[config.mk]
export PLATFORM = sky130hd
export DESIGN_NAME = fifo_wr_ptr_full
export DESIGN_NICKNAME = d
export VERILOG_FILES = /design/src/rtl/fifo_wr_ptr_full.sv
export SDC_FILE = /design/constraint.sdc
export NUM_CORES = 1
export LEC_CHECK = 0
export CAP_MARGIN = 0
export CELL_PAD_IN_SITES_DETAIL_PLACEMENT = 1
export CELL_PAD_IN_SITES_GLOBAL_PLACEMENT = 2
export CORE_MARGIN = 2
export CORE_UTILIZATION = 26
export DETAILED_ROUTE_END_ITERATION = 8
export PLACE_DENSITY = 0.73
export SLEW_MARGIN = 20
export SYNTH_ARGS = -nofsm -noshare
export SYNTH_HDL_FRONTEND = slang
export SYNTH_SLANG_ARGS = --single-unit
[constraint.sdc]
create_clock -name clk -period 2.7 [get_ports clk]
set_clock_uncertainty 0.15 [all_clocks]
set_input_delay 0.54 -clock clk [delete_from_list [all_inputs] [get_ports clk]]
set_output_delay 0.54 -clock clk [all_outputs]
set_load 0.02 [all_outputs]
[src/rtl/fifo_wr_ptr_full.sv]
// Write-side pointer and full-flag logic for the async FIFO: binary/Gray write pointer, registered full, sticky overflow.
// Define FIFO_WR_LEVEL_EN to add registered occupancy (wlevel) and almost-full (walmost_full). ADDR_W must be >= 2.
module fifo_wr_ptr_full #(
    parameter int ADDR_W    = 3,
    parameter int AFULL_THR = 6
) (
    input  logic              clk,
    input  logic              rst_n,
    input  logic              winc,
    input  logic [ADDR_W:0]   wq2_rptr,
    output logic [ADDR_W-1:0] waddr,
    output logic [ADDR_W:0]   wptr,
    output logic              wfull,
`ifdef FIFO_WR_LEVEL_EN
    output logic              wovfl,
    output logic [ADDR_W:0]   wlevel,
    output logic              walmost_full
`else
    output logic              wovfl
`endif
);

    logic [ADDR_W:0] wbin;
    logic [ADDR_W:0] wbin_next;
    logic [ADDR_W:0] wgray_next;
    logic [ADDR_W:0] full_ptr;
    logic            push;
    logic            wfull_next;

    assign push       = winc & ~wfull;
    assign wbin_next  = wbin + {{ADDR_W{1'b0}}, push};
    assign wgray_next = (wbin_next >> 1) ^ wbin_next;

    // Full when the write pointer is exactly one lap ahead of the synchronized read pointer, in Gray form.
    assign full_ptr   = {~wq2_rptr[ADDR_W:ADDR_W-1], wq2_rptr[ADDR_W-2:0]};
    assign wfull_next = (wgray_next == full_ptr);

    assign waddr = wbin[ADDR_W-1:0];

    always_ff @(posedge clk or negedge rst_n) begin
        if (!rst_n) begin
            wbin  <= '0;
            wptr  <= '0;
            wfull <= 1'b0;
            wovfl <= 1'b0;
        end else begin
            wbin  <= wbin_next;
            wptr  <= wgray_next;
            wfull <= wfull_next;
            wovfl <= wovfl | (winc & wfull);
        end
    end

`ifdef FIFO_WR_LEVEL_EN
    localparam logic [ADDR_W:0] AFULL_LVL = AFULL_THR[ADDR_W:0];

    logic [ADDR_W:0] rbin;
    logic [ADDR_W:0] level_next;

    always_comb begin
        rbin = '0;
        for (int i = 0; i <= ADDR_W; i++) begin
            rbin[i] = ^(wq2_rptr >> i);
        end
    end

    assign level_next = wbin_next - rbin;

    always_ff @(posedge clk or negedge rst_n) begin
        if (!rst_n) begin
            wlevel       <= '0;
            walmost_full <= 1'b0;
        end else begin
            wlevel       <= level_next;
            walmost_full <= (level_next >= AFULL_LVL);
        end
    end
`else
`endif

endmodule
Word level (Yosys, flattened, before mapping) --
Index checks and enable logic that the tools add are counted.
Word-level totals: flip-flop bits (word level) 10, output and inout bits 9, logic and storage cells 12, bits of input ports 7
Operators by class: eq/ne operators 1, $add $sub $neg 1, bitwise operators 6
Operator list (number):
- $add 4x1->4 | 1
- $eq 4x4->1 | 1
- $xor 3x4->4 | 1
- $and 1x1->1 | 2
- $not 2->2 | 1
- $not 1->1 | 1
- $or 1x1->1 | 1

Depth between registers and ports, before layout --
Gate-level depths: netlist (run 1).
depth in word-level cells 5, depth in mapped cells 6, depth with buffers taken out 6

Worst setup path before layout (run 1) --
Ideal clock, no wire load.
kind input-to-reg, start point input port winc, end point register wfull, cell stages on the path 6, arrival 2.022 ns, setup slack 0.441 ns, setup time 0.087 ns, data required time 2.463 ns, buffers on the path 0, cells stage by stage nor2b_1 ha_1 ha_1 xor3_1 or3_1 a211oi_2
Between the ends: word-level cells in the longest chain between the ends 4
RTL lines:
- start: declaration | line 9 | input logic winc,
- $and 1x1->1 | line 30 | assign push = winc & ~wfull;
- $add 4x1->4 | line 31 | assign wbin_next = wbin + {{ADDR_W{1'b0}}, push};
- $xor 3x4->4 | line 32 | assign wgray_next = (wbin_next >> 1) ^ wbin_next;
- $eq 4x4->1 | line 36 | assign wfull_next = (wgray_next == full_ptr);
- net wfull_next | line 28 | logic wfull_next;
- end signal: assignment | line 49 | wfull <= wfull_next;
- end: declaration | line 13 | output logic wfull,
The timed path passes the listed nets, and every way through them passes these cells.

Worst setup path in the final report (run 1) --
Ends and elaborated chain as after synthesis.

==> metrics.txt, run 1 <==
clock share of power=11.1%; hold_ws=0.317 ns; Gate Count Post-Synth=29; Post-DRT Antenna Nets=0; CP max stage delay=0.48 ns; initial antenna violation count=0; Via-to-Cell Ratio=4.60; CTS tree=done; ys flop type=dfrtp_1; Psw=364 uW; layout cells sized above 1=17.3%; critical path class=primary input to flip-flop; R2R cell count=6; number of synthesized register bits=9; first-pass GRT wire length=1400 um; Initial Utilization=28.2%; die height=44.6 um; sequential-to-total area share from yosys stat=52.5%; synth unique cells=11; MaxCap Viol Count=0; syn avg cell area=14.8 um2; critical path fanouts, max=2; PortBufs=15; switching fraction of total power=38.0%; Flop pwr share=27.4%; area leader, netlist=dfrtp_1; Internal=594 uW; Routed WL=861 um; initial DRC count=3; top-count cell post-synth=dfrtp_1; nets@finish=62; WP data arrival=2.53 ns; top cell type's share of synthesized area=52.5%; CTS resizes=0; final worst path period share=92.7%; Core ar.=1520 um2; largest cells by area after synthesis=dfrtp_1 52%, xor3_1 11%, xor2_1 10%; area grow syn2layout=52.8%; outcome=finished, final reports clean; DRC=0; critical-path cell list=clkdlybuf4s50_1 > nor2b_1 > ha_1 > ha_1 > xor3_1 > or3_1 > a211oi_2; synthesized cell area=429 um2; die footprint=1990 um2; endpoints failing hold=0; grt total ovfl=0; wire per inst=12.7 um; static leakage power=0.298 nW; n_diodes=0; Post-synth EDFFs=0; largest net degree at the start of global routing=10; unrepaired setup endpoints after global routing=false; Hold Crit Depth=1; H-tree levels=1; async set-reset flop share out of synthesis=100%; fin area=656 um2; Final setup violation count=0; filler cell count=163; Critical Path Source Type=primary input; # IOs=16; top cells by count, synth=9 x dfrtp_1, 5 x xor2_1, 4 x xnor2_1; maximum operating frequency=400 MHz; Worst-Margin Slew=0.423 ns; placer congestion estimate=0.724; Overall Global Routing Usage=11.6%; pwr dens=1460 nW/um2; Post-CTS Hold Fix Bufs=0; 1st-pass router iterations=2; Setup crit end kind=flip-flop; number of post-CTS setup repair buffers=0; DIE WIDTH=44.6 um; # rows=14; min-delay worst type=flip-flop to flip-flop; CTS sink cnt=9; Clk Latency, worst-skew pair=0.27 ns; most used cell, CP=ha_1; Max clock buf depth=2; Ys Warns=0; Cell Area, Placed=629 um2; Final Total Pwr=958 uW; post-route minimum period=2.50 ns; maximum vdd drop=0.548 mV; routed vias=313; Worst-path clk slew=0.06 ns; CP required=2.73 ns; fin. max-slew vios=0; CTS buffer count=3; Root Buffer=clkbuf_4; Rel. slew slack=71.7%; syn_nets=38; crit path max-delay cell type=clkdlybuf4s50_1; Comb pwr share=61.5%; number of global-route vias before repair=321
registers in the layout (all words and copies together), names as in the netlist:
signal and cells:
wovfl 1, wptr 3, wfull 1, wbin 4
power by group through the flow:
stage | registers [mW] | logic (mW) | clock network [mW]
CTS | 0.265 | 0.602 | 0.114
global route | 0.272 | 0.640 | 0.120
global placement | 0.261 | 0.585 | 0
finish | 0.262 | 0.589 | 0.107
detailed placement | 0.267 | 0.600 | 0
floorplan | 0.344 | 0.273 | 0
stage by stage:
step / worst slack [ns] / std cells / util (%) / setup TNS, ns
2_1_floorplan: 0.441 / 29 / - / 0
3_3_place_gp: -0.0839 / 64 / 41.3 / -0.0839
3_5_place_dp: -0.0846 / 64 / 41.3 / -0.0846
4_1_cts: 0.189 / 68 / 43.0 / 0
5_1_grt: 0.0824 / 68 / 43.0 / 0
6_report: 0.198 / 68 / 43.0 / 0
layout make-up:
| type | instances | area [um2] | area share, % |
|---|---|---|---|
| Tap cell | 16 | 20.0 | 3.05 |
| Sequential cell | 9 | 225 | 34.4 |
| Clock buffer | 4 | 26.3 | 4.01 |
| Timing Repair Buffer | 19 | 180 | 27.5 |
| Multi-Input combinational cell | 20 | 204 | 31.1 |
layer usage:
metal | GRT usage, % | vias to the layer above | routed length (um)
met5 | 0 | - | 0
met1 | 11.5 | 152 | 306
met3 | 4.90 | 5 | 49
li1 | - | 146 | -
met4 | 14.5 | 0 | 51
met2 | 16.2 | 10 | 452
critical path: cells and delay by family:
| family | cells | cell delay (ns) |
|---|---|---|
| and+or+nand+nor | 2 | 0.52 |
| buffers and inverters | 1 | 0.48 |
| xor gates and xnor gates | 1 | 0.42 |
| adders and majority gates | 2 | 0.36 |
| AOI/OAI and AO/OA | 1 | 0.23 |
cells in the final DEF, fill, tap and decap left out:
master	instances
xnor2_1	4
clkbuf_4	3
xor2_1	5
ha_1	2
buf_4	4
dfrtp_1	9
xor3_1	2
a21o_1	1
clkbuf_1	1
nor2b_1	1
a211oi_2	1
nand3_1	2
or3_1	1
clkdlybuf4s50_1	15
a21bo_2	1
cells by family (layout without fill, tap and decap cells):
logic type      Yosys count  count (layout)  synth area share, %
xor+xnor                 11              11                 29.4
simple gates              4               4                 5.25
flops                     9               9                 52.5
compound gates            3               3                 7.00
fa+ha+maj                 2               2                 5.83
buf+inv                   0              23                    0
final timing paths:
path | end | start | slack, ns
worst max-delay path | wfull | winc | 0.20
max in group asynchronous | wptr[0] | rst_n | 1.68
worst min register to register | wovfl | wovfl | 0.32
worst max register to register | wfull | wfull | 0.58
min in group asynchronous | wbin[2] | rst_n | 0.42
worst min-delay path | wovfl | wovfl | 0.32
(Power assumes the default switching activity.)
==> inputs of run 2 (changes only) <==
--- a/config.mk
+++ b/config.mk
@@ -12,5 +12,6 @@
 export CORE_UTILIZATION = 26
 export DETAILED_ROUTE_END_ITERATION = 8
-export PLACE_DENSITY = 0.73
+export PLACE_DENSITY = 0.84
+export RECOVER_POWER = 100
 export SLEW_MARGIN = 20
 export SYNTH_ARGS = -nofsm -noshare
--- a/constraint.sdc
+++ b/constraint.sdc
@@ -3,3 +3,3 @@
 set_input_delay 0.54 -clock clk [delete_from_list [all_inputs] [get_ports clk]]
 set_output_delay 0.54 -clock clk [all_outputs]
-set_load 0.02 [all_outputs]
+set_load 0.1 [all_outputs]
==> metrics.txt, run 2 (same netlist as run 1, synthesis figures left out) <==
outcome=finished, final reports clean; Clk Latency, worst-skew pair=0.26 ns; met1 Resource Use GR=11.9%; gr busiest metal=met2; post-route minimum period=2.53 ns; Worst-Margin Slew=1.18 ns; Final setup violation count=0; Overall Global Routing Usage=11.1%; initial DRC count=1; layout cells sized above 1=11.5%; CTS resizes=0; MaxCap Viol Count=0; number of post-CTS setup repair buffers=0; largest net degree at the start of global routing=10; Max clock buf depth=2; Post-DRT Antenna Nets=0; Critical Path Source Type=primary input; H-tree levels=1; min-delay worst type=flip-flop to flip-flop; Rel. slew slack=21.9%; nets@finish=62; routed vias=294; utilization after layout=38.6%; Cell Area, Placed=607 um2; fin. max-slew vios=0; 1st-pass router iterations=2; first-pass GRT wire length=1470 um; Worst-path clk slew=0.06 ns; commonest non-fill, non-tap cell in the layout=clkbuf_1; # rows=14; FF+latch area=225 um2; reg-to-reg setup timing slack=0.55 ns; CTS tree=done; Routed WL=885 um; number of global-route vias before repair=321; Setup crit end kind=flip-flop; Post-DP HPWL=729 um; # IOs=16; filler cell count=178; Root Buffer=clkbuf_4; DIE WIDTH=44.6 um; maximum operating frequency=396 MHz; unrepaired setup endpoints after global routing=false; area grow syn2layout=37.0%; Post-CTS Hold Fix Bufs=0; WP data arrival=2.55 ns; Core ar.=1520 um2; die height=44.6 um; Largest register FFs=4; grt met2 use=18.3%; area of the multi-input gates=204 um2; endpoints failing hold=0; CP required=2.72 ns; grt total ovfl=0; critical path class=primary input to flip-flop; placer congestion estimate=0.679; Initial Utilization=28.2%; Biggest register=wbin; biggest regs=wbin (4), wptr (3); Via-to-Cell Ratio=4.32; wire per inst=13.0 um; fin area=588 um2; Final TNS setup=0 ns; die footprint=1990 um2; DRC=0; final worst path period share=93.6%; initial antenna violation count=0; PortBufs=15; CTS sink cnt=9; commonest non-fill, non-tap cells in the layout=13 x clkbuf_1, 9 x dfrtp_1, 5 x xor2_1, 5 x clkdlybuf4s50_1; critical path fanouts, max=2; CTS buffer count=3; n_diodes=0; met3 usage=3.67%
## run 2: changes by cell type in the layout (fill, tap and decap cells not counted)
cell and change:
dlygate4sd3_1 +1, buf_4 -4, clkbuf_4 +1, clkbuf_1 +12, clkdlybuf4s50_1 -10
## run 2: worst max-delay path, stage by stage
cell and delay, ns:
clkdlybuf4s50_1 0.47, nor2b_1 0.16, ha_1 0.18, ha_1 0.17
xor3_1 0.42, or3_1 0.37, a211oi_2 0.23
## run 2: final timing paths
path | startpoint | end | cells after the start
min reg2reg | wovfl | wovfl | 1
max | winc | wfull | 7
min | wovfl | wovfl | 1
min in group asynchronous | rst_n | wbin[2] | 1
max in group asynchronous | rst_n | wfull | 1
max reg2reg | wfull | wfull | 6
## run 2: metal layers
metal	up-vias	part of all wire, %
li1	145	-
met1	136	41
met2	9	50
met3	4	5.3
met4	0	2.9
met5	-	0
## run 2: layout make-up
class / count / share of cell area [%]
Sequential cell: 9 / 38.3
Timing Repair Buffer: 19 / 19.1
Tap cell: 16 / 3.40
Clock buffer: 4 / 4.47
Multi-Input combinational cell: 20 / 34.7
## run 2: per-stage QoR
stage / hold slack (ns) / std cells / setup slack, ns
2_1_floorplan: 0.0944 / 29 / 0.0442
3_3_place_gp: 0.298 / 64 / -0.0595
3_5_place_dp: 0.299 / 64 / -0.102
4_1_cts: 0.310 / 68 / 0.141
5_1_grt: 0.353 / 68 / 0.0603
6_report: 0.303 / 68 / 0.174
Power of run 2 is left out: the tool's default activity adds up to more than one toggle a clock period on the data nets, which glitch-free logic cannot reach.
==> RTL change 1: new RTL, config.mk and constraints of run 1 <==
Build with the macro `FIFO_WR_LEVEL_EN` defined.
--- a/src/rtl/fifo_wr_ptr_full.sv
+++ b/src/rtl/fifo_wr_ptr_full.sv
@@ -1,4 +1,6 @@
 // Write-side pointer and full-flag logic for the async FIFO: binary/Gray write pointer, registered full, sticky overflow.
 // Define FIFO_WR_LEVEL_EN to add registered occupancy (wlevel) and almost-full (walmost_full). ADDR_W must be >= 2.
+`define FIFO_WR_LEVEL_EN
+
 module fifo_wr_ptr_full #(
     parameter int ADDR_W    = 3,
Formal check against the unedited RTL (old outputs only; new: walmost_full and wlevel): equivalent (Yosys induction, for registers that start in step).
==> RTL change 1 against run 1 <==
Wire length grew 94%. Sequential cell count grew 5. Worst setup slack lost 0.081 ns. Power grew 82%. Register-to-register slack lost 0.10 ns. Final area grew 69%. Synthesized area grew 64%. Critical endpoint is now walmost_full.
==> RTL change 1: results (changes against run 1) <==
Total routing usage reported by global routing: 12.1% (+0.55 points)
Clk pwr share: 8.4% (-2.7 points)
Wire length of the first global-routing pass: 2970 µm (+110%)
Register-to-Register Path Depth: 8 (+2)
Fillers: 293 (+80%)
Worst slew margin: 56.6% (-15 points)
Synth cell types: 18 (+7)
Pwr/cell area: 1570 nW/µm² (+7.7%)
Source of the worst hold timing path: wovfl
Fmax: 0.387 GHz (-3.1%)
Final WL: 1670 µm (+94%)
Biggest regs: wbin (4), wlevel (4), wptr (3)
Adder-cell area share of the yosys netlist: 11.7% (+5.9 points)
Via count of the first global-routing pass: 628 (+96%)
Crit path from: wq2_rptr[3]
Crit-path max cell delay: 0.50 ns (+0.02 ns)
Worst setup slack after placement: -0.293 ns (-0.208 ns)
CP Data Arrival Time: 2.59 ns (+0.06 ns)
Input/output buffers: 20 (+5)
Internal power of the cells: 0.00103 W (+74%)
Top Metal Used: met4
DR vias: 526 (+68%)
Result of the run: finished, final reports clean
CP endpoint: walmost_full
Global-route track usage on met1: 14.7% (+3.2 points)
Number of synthesis warnings: 0 (unchanged)
Met1 Routed Length: 720 µm (+140%)
Met2 WL: 882 µm (+95%)
GP Congestion: 0.668 (-7.8%)
Setup slack, reg-to-reg: 0.48 ns (-0.10 ns)
Comb power: 0.00120 W (+100%)
Leakage component of the power: 0.535 nW (+79%)
Drt initial violations: 7 (+4)
Top post-synthesis cells by count: sky130_fd_sc_hd__dfrtp_1 (14), sky130_fd_sc_hd__xnor2_1 (8), sky130_fd_sc_hd__inv_1 (7), sky130_fd_sc_hd__xor2_1 (7), sky130_fd_sc_hd__ha_1 (5)
Mux share of post-synthesis cell area: 0% (unchanged)
Area contributors post-synth: sky130_fd_sc_hd__dfrtp_1 (50%), sky130_fd_sc_hd__xnor2_1 (9.9%), sky130_fd_sc_hd__ha_1 (8.9%)
Xor/xnor share of the synthesized area: 20.9% (-8.5 points)
Clock-pin slew reported for the worst setup and hold paths after clock tree synthesis: 0.09 ns (+0.03 ns)
Portion of the post-synthesis area used by sequential elements: 49.6% (-2.8 points)
Number of nets produced by synthesis: 70 (+84%)
CTS HTree Levels: 1 (unchanged)
Compound-gate portion of the synthesized area: 10.1% (+3.1 points)
Drt pass-1 iters: 3 (+1)
CP max-delay cell: sky130_fd_sc_hd__fa_1
Peak supply drop: 0.000651 V (+19%)
WL met3: 36 µm (-27%)
Worst Hold End: wovfl
Min Hold Slack: 0.322 ns (+0.00593 ns)
Post-layout nets: 109 (+76%)
Cell family with the largest share of critical-path delay: adder cells
Layout cells sized above 1: 25.3% (+8.0 points)
Global-route met2 utilization: 20.8% (+4.6 points)
Global routing met3 resource utilization: 1.63% (-3.3 points)
Pin count of the biggest net entering global routing: 15 (+5)
[RTL change 1: cell count changes in the layout (fill, tap and decap cells not counted), moves of 2 or more]
cell and delta:
sky130_fd_sc_hd__xnor2_1 +3, sky130_fd_sc_hd__buf_4 +10, sky130_fd_sc_hd__a21oi_1 +2, sky130_fd_sc_hd__ha_1 +2
sky130_fd_sc_hd__nor3_1 +2, sky130_fd_sc_hd__inv_1 +7, sky130_fd_sc_hd__xor2_2 +2, sky130_fd_sc_hd__xor3_1 -2
sky130_fd_sc_hd__dfrtp_1 +5, sky130_fd_sc_hd__clkdlybuf4s50_1 +4
[RTL change 1: through the flow]
| step | util, % | instance area [µm²] | std cells |
|---|---|---|---|
| after detailed placement | 41.6 | 1050 | 121 |
| after global placement | 41.6 | 1050 | 121 |
| final | 44.0 | 1110 | 125 |
| after floorplan | - | 706 | 57 |
| after global routing | 44.0 | 1110 | 125 |
| after CTS | 43.3 | 1090 | 125 |
[RTL change 1: what timing repair did]
item / CTS / global route
pin swaps: 0 / 2
resized for setup: 1 / 4
endpoints found under the setup margin: 1 / 1
cloned: 0 / 0
hold buffers: 0 / 0
[RTL change 1: worst reg2reg max path: cells and delay by family, from the launching register on]
family          cells  cell delay, ns
fa+ha+maj           3            0.73
buf+inv             1            0.17
simple gates        1            0.13
compound gates      3            0.57
flops               1            0.41
[RTL change 1: final cells by class]
type | instances | area [µm²] | area share [%]
inverters | 7 | 26.3 | 2.37
multi-input cells | 36 | 352 | 31.7
repair buffers | 34 | 308 | 27.7
well taps | 30 | 37.5 | 3.38
flip-flops and latches | 14 | 350 | 31.6
clock buffers | 4 | 36.3 | 3.27
==> RTL change 2: new RTL, flow settings as in run 1 <==
Without the edit above. Put one more register stage on the output `wovfl`, cleared by the reset. The value now appears one clock later. The other outputs are not delayed to match.
--- a/src/rtl/fifo_wr_ptr_full.sv
+++ b/src/rtl/fifo_wr_ptr_full.sv
@@ -20,4 +20,6 @@
 `endif
 );
+
+    logic wovfl_s0;
 
     logic [ADDR_W:0] wbin;
@@ -43,10 +45,10 @@
             wptr  <= '0;
             wfull <= 1'b0;
-            wovfl <= 1'b0;
+            wovfl_s0 <= 1'b0;
         end else begin
             wbin  <= wbin_next;
             wptr  <= wgray_next;
             wfull <= wfull_next;
-            wovfl <= wovfl | (winc & wfull);
+            wovfl_s0 <= wovfl_s0 | (winc & wfull);
         end
     end
@@ -79,3 +81,11 @@
 `endif
 
+    always_ff @(posedge clk or negedge rst_n) begin
+        if (!rst_n) begin
+            wovfl <= '0;
+        end else begin
+            wovfl <= wovfl_s0;
+        end
+    end
+
 endmodule
Function: changed (a bounded check fails within 4 cycles, from zero or initial values and one cycle with rst_n low).
==> RTL change 2 against run 1 <==
Wire length increased by 4.5%. Synthesized area increased by 5.8%. Critical endpoint unchanged. Largest power group unchanged. Count of clock-buffer cells in the layout unchanged. Final area rose by 4.4%. Non-clock buffer count is 1 lower. Worst setup slack improved by 0.0084 ns. Via count is 1.3% lower. Core utilization decreased by 2.5 points. Sequential cell count grew 1. Power up 4.5%. Die area is 5.3% higher.
==> RTL change 2: results (changes against run 1) <==
Result of the run: finished, final reports clean
CTS HTree Levels: 1 (unchanged)
Layout cells sized above 1: 17.3% (unchanged)
GP Congestion: 0.695 (-4.0%)
Xor/xnor share of the synthesized area: 27.8% (-1.6 points)
Wire length of the first global-routing pass: 1480 µm (+5.4%)
DR vias: 309 (-1.3%)
Number of synthesis warnings: 0 (unchanged)
Compound-gate portion of the synthesized area: 6.61% (-0.39 points)
Total routing usage reported by global routing: 10.3% (-1.3 points)
Global routing met3 resource utilization: 2.38% (-2.5 points)
Maximum fanout count along the critical path: 2 (unchanged)
Synth cell types: 11 (unchanged)
Via count of the first global-routing pass: 341 (+6.2%)
Drt pass-1 iters: 1 (-1)
Drt initial violations: 0 (-3)
Mean instance size in the synthesized netlist: 15.1 µm² (+2.3%)
Biggest regs: wbin (4), wptr (3)
Input/output buffers: 15 (unchanged)
Post-cts repair resize count: 0 (unchanged)
Global-route track usage on met1: 11.9% (+0.43 points)
Antenna violations before repair: 0 (unchanged)
Clock network latency to the later pin of the worst-skew pair: 0.27 ns (about the same)
Final count of pins violating max slew: 0 (unchanged)
Leakage component of the power: 0.310 nW (+3.8%)
Pin count of the biggest net entering global routing: 11 (+1)
Avg WL per Cell: 13.0 µm (+3.0%)
Top post-synthesis cells by count: sky130_fd_sc_hd__dfrtp_1 (10), sky130_fd_sc_hd__xor2_1 (5), sky130_fd_sc_hd__xnor2_1 (4)
# placed instances: 65 (+1.6%)
Number of nets produced by synthesis: 39 (+2.6%)
Portion of the post-synthesis area used by sequential elements: 55.1% (+2.6 points)
Area contributors post-synth: sky130_fd_sc_hd__dfrtp_1 (55%), sky130_fd_sc_hd__xor3_1 (10%), sky130_fd_sc_hd__xor2_1 (9.6%)
Final WL: 900 µm (+4.5%)
Post-CTS Repair Setup Buffers: 0 (unchanged)
Crit-path max cell delay: 0.47 ns
Global-route met2 utilization: 17.7% (+1.5 points)
Antenna fix cells: 0 (unchanged)
Switching share of power: 37.6% (-0.39 points)
Adder-cell area share of the yosys netlist: 5.51% (-0.32 points)
Peak supply drop: 0.000456 V (-17%)
Worst slew margin: 69.5% (-2.2 points)
-- RTL change 2: cell types whose count changed after synthesis, sizes merged --
| cell | run 1 | this run |
|---|---|---|
| dfrtp | 9 | 10 |
-- RTL change 2: routing by layer --
layer	vias up	share of wire, %
met5	-	0
met3	2	5.2
met2	15	53
met4	0	2.1
met1	146	39
li1	146	-
-- RTL change 2: power groups by stage --
stage	registers (W)	clock network [W]	logic, W
after floorplan	0.000366	0	0.000273
after global placement	0.000285	0	0.000568
after detailed placement	0.000291	0	0.000592
after CTS	0.000288	0.000145	0.000593
after global routing	0.000299	0.000150	0.000632
final	0.000284	0.000138	0.000579
-- RTL change 2: final cells by class --
type	instances	area (µm²)
multi-input combinational	20	204
fill	186	1000
sequential	10	250
timing repair buffer	18	173
clock buffer	4	36.3
tap	17	21.3
-- RTL change 2: final timing paths --
check | depth (start not counted) | endpoint | start | slack, ns
worst max-delay path | 7 | wfull | winc | 0.21
worst min-delay path | 0 | wovfl | wovfl_s0 | 0.24
min in group asynchronous | 1 | wptr[0] | rst_n | 0.43
max in group asynchronous | 1 | wbin[0] | rst_n | 1.65
worst min register to register | 0 | wovfl | wovfl_s0 | 0.24
worst max register to register | 6 | wfull | wfull | 0.57
-- RTL change 2: per-stage QoR --
step	setup WS [ns]	total power, W	util (%)	hold slack, ns	cell area, µm²
after floorplan	0.441	0.000639	-	0.0944	454
after global placement	-0.0416	0.000854	38.4	0.216	648
after detailed placement	-0.0976	0.000883	38.4	0.228	648
after CTS	0.185	0.00103	40.5	0.245	684
after global routing	0.0382	0.00108	40.5	0.259	684
final	0.206	0.00100	40.5	0.236	684
-- RTL change 2: worst reg2reg max path: cells and delay by family (launching register included) --
| family | cells | cell delay [ns] |
|---|---|---|
| DFF | 1 | 0.40 |
| AOI/OAI and AO/OA | 1 | 0.21 |
| xor gates and xnor gates | 1 | 0.43 |
| and+or+nand+nor | 2 | 0.50 |
| adders and majority gates | 2 | 0.36 |
-- RTL change 2: kinds of logic (layout without fill, tap and decap cells) --
group	count (synthesis)	count (layout)
flip-flops	10	10
XOR/XNOR	11	11
adder cells (fa/ha/maj)	2	2
AND/OR/NAND/NOR	4	4
buffers and inverters	0	22
AO/OA/AOI/OAI	3	3
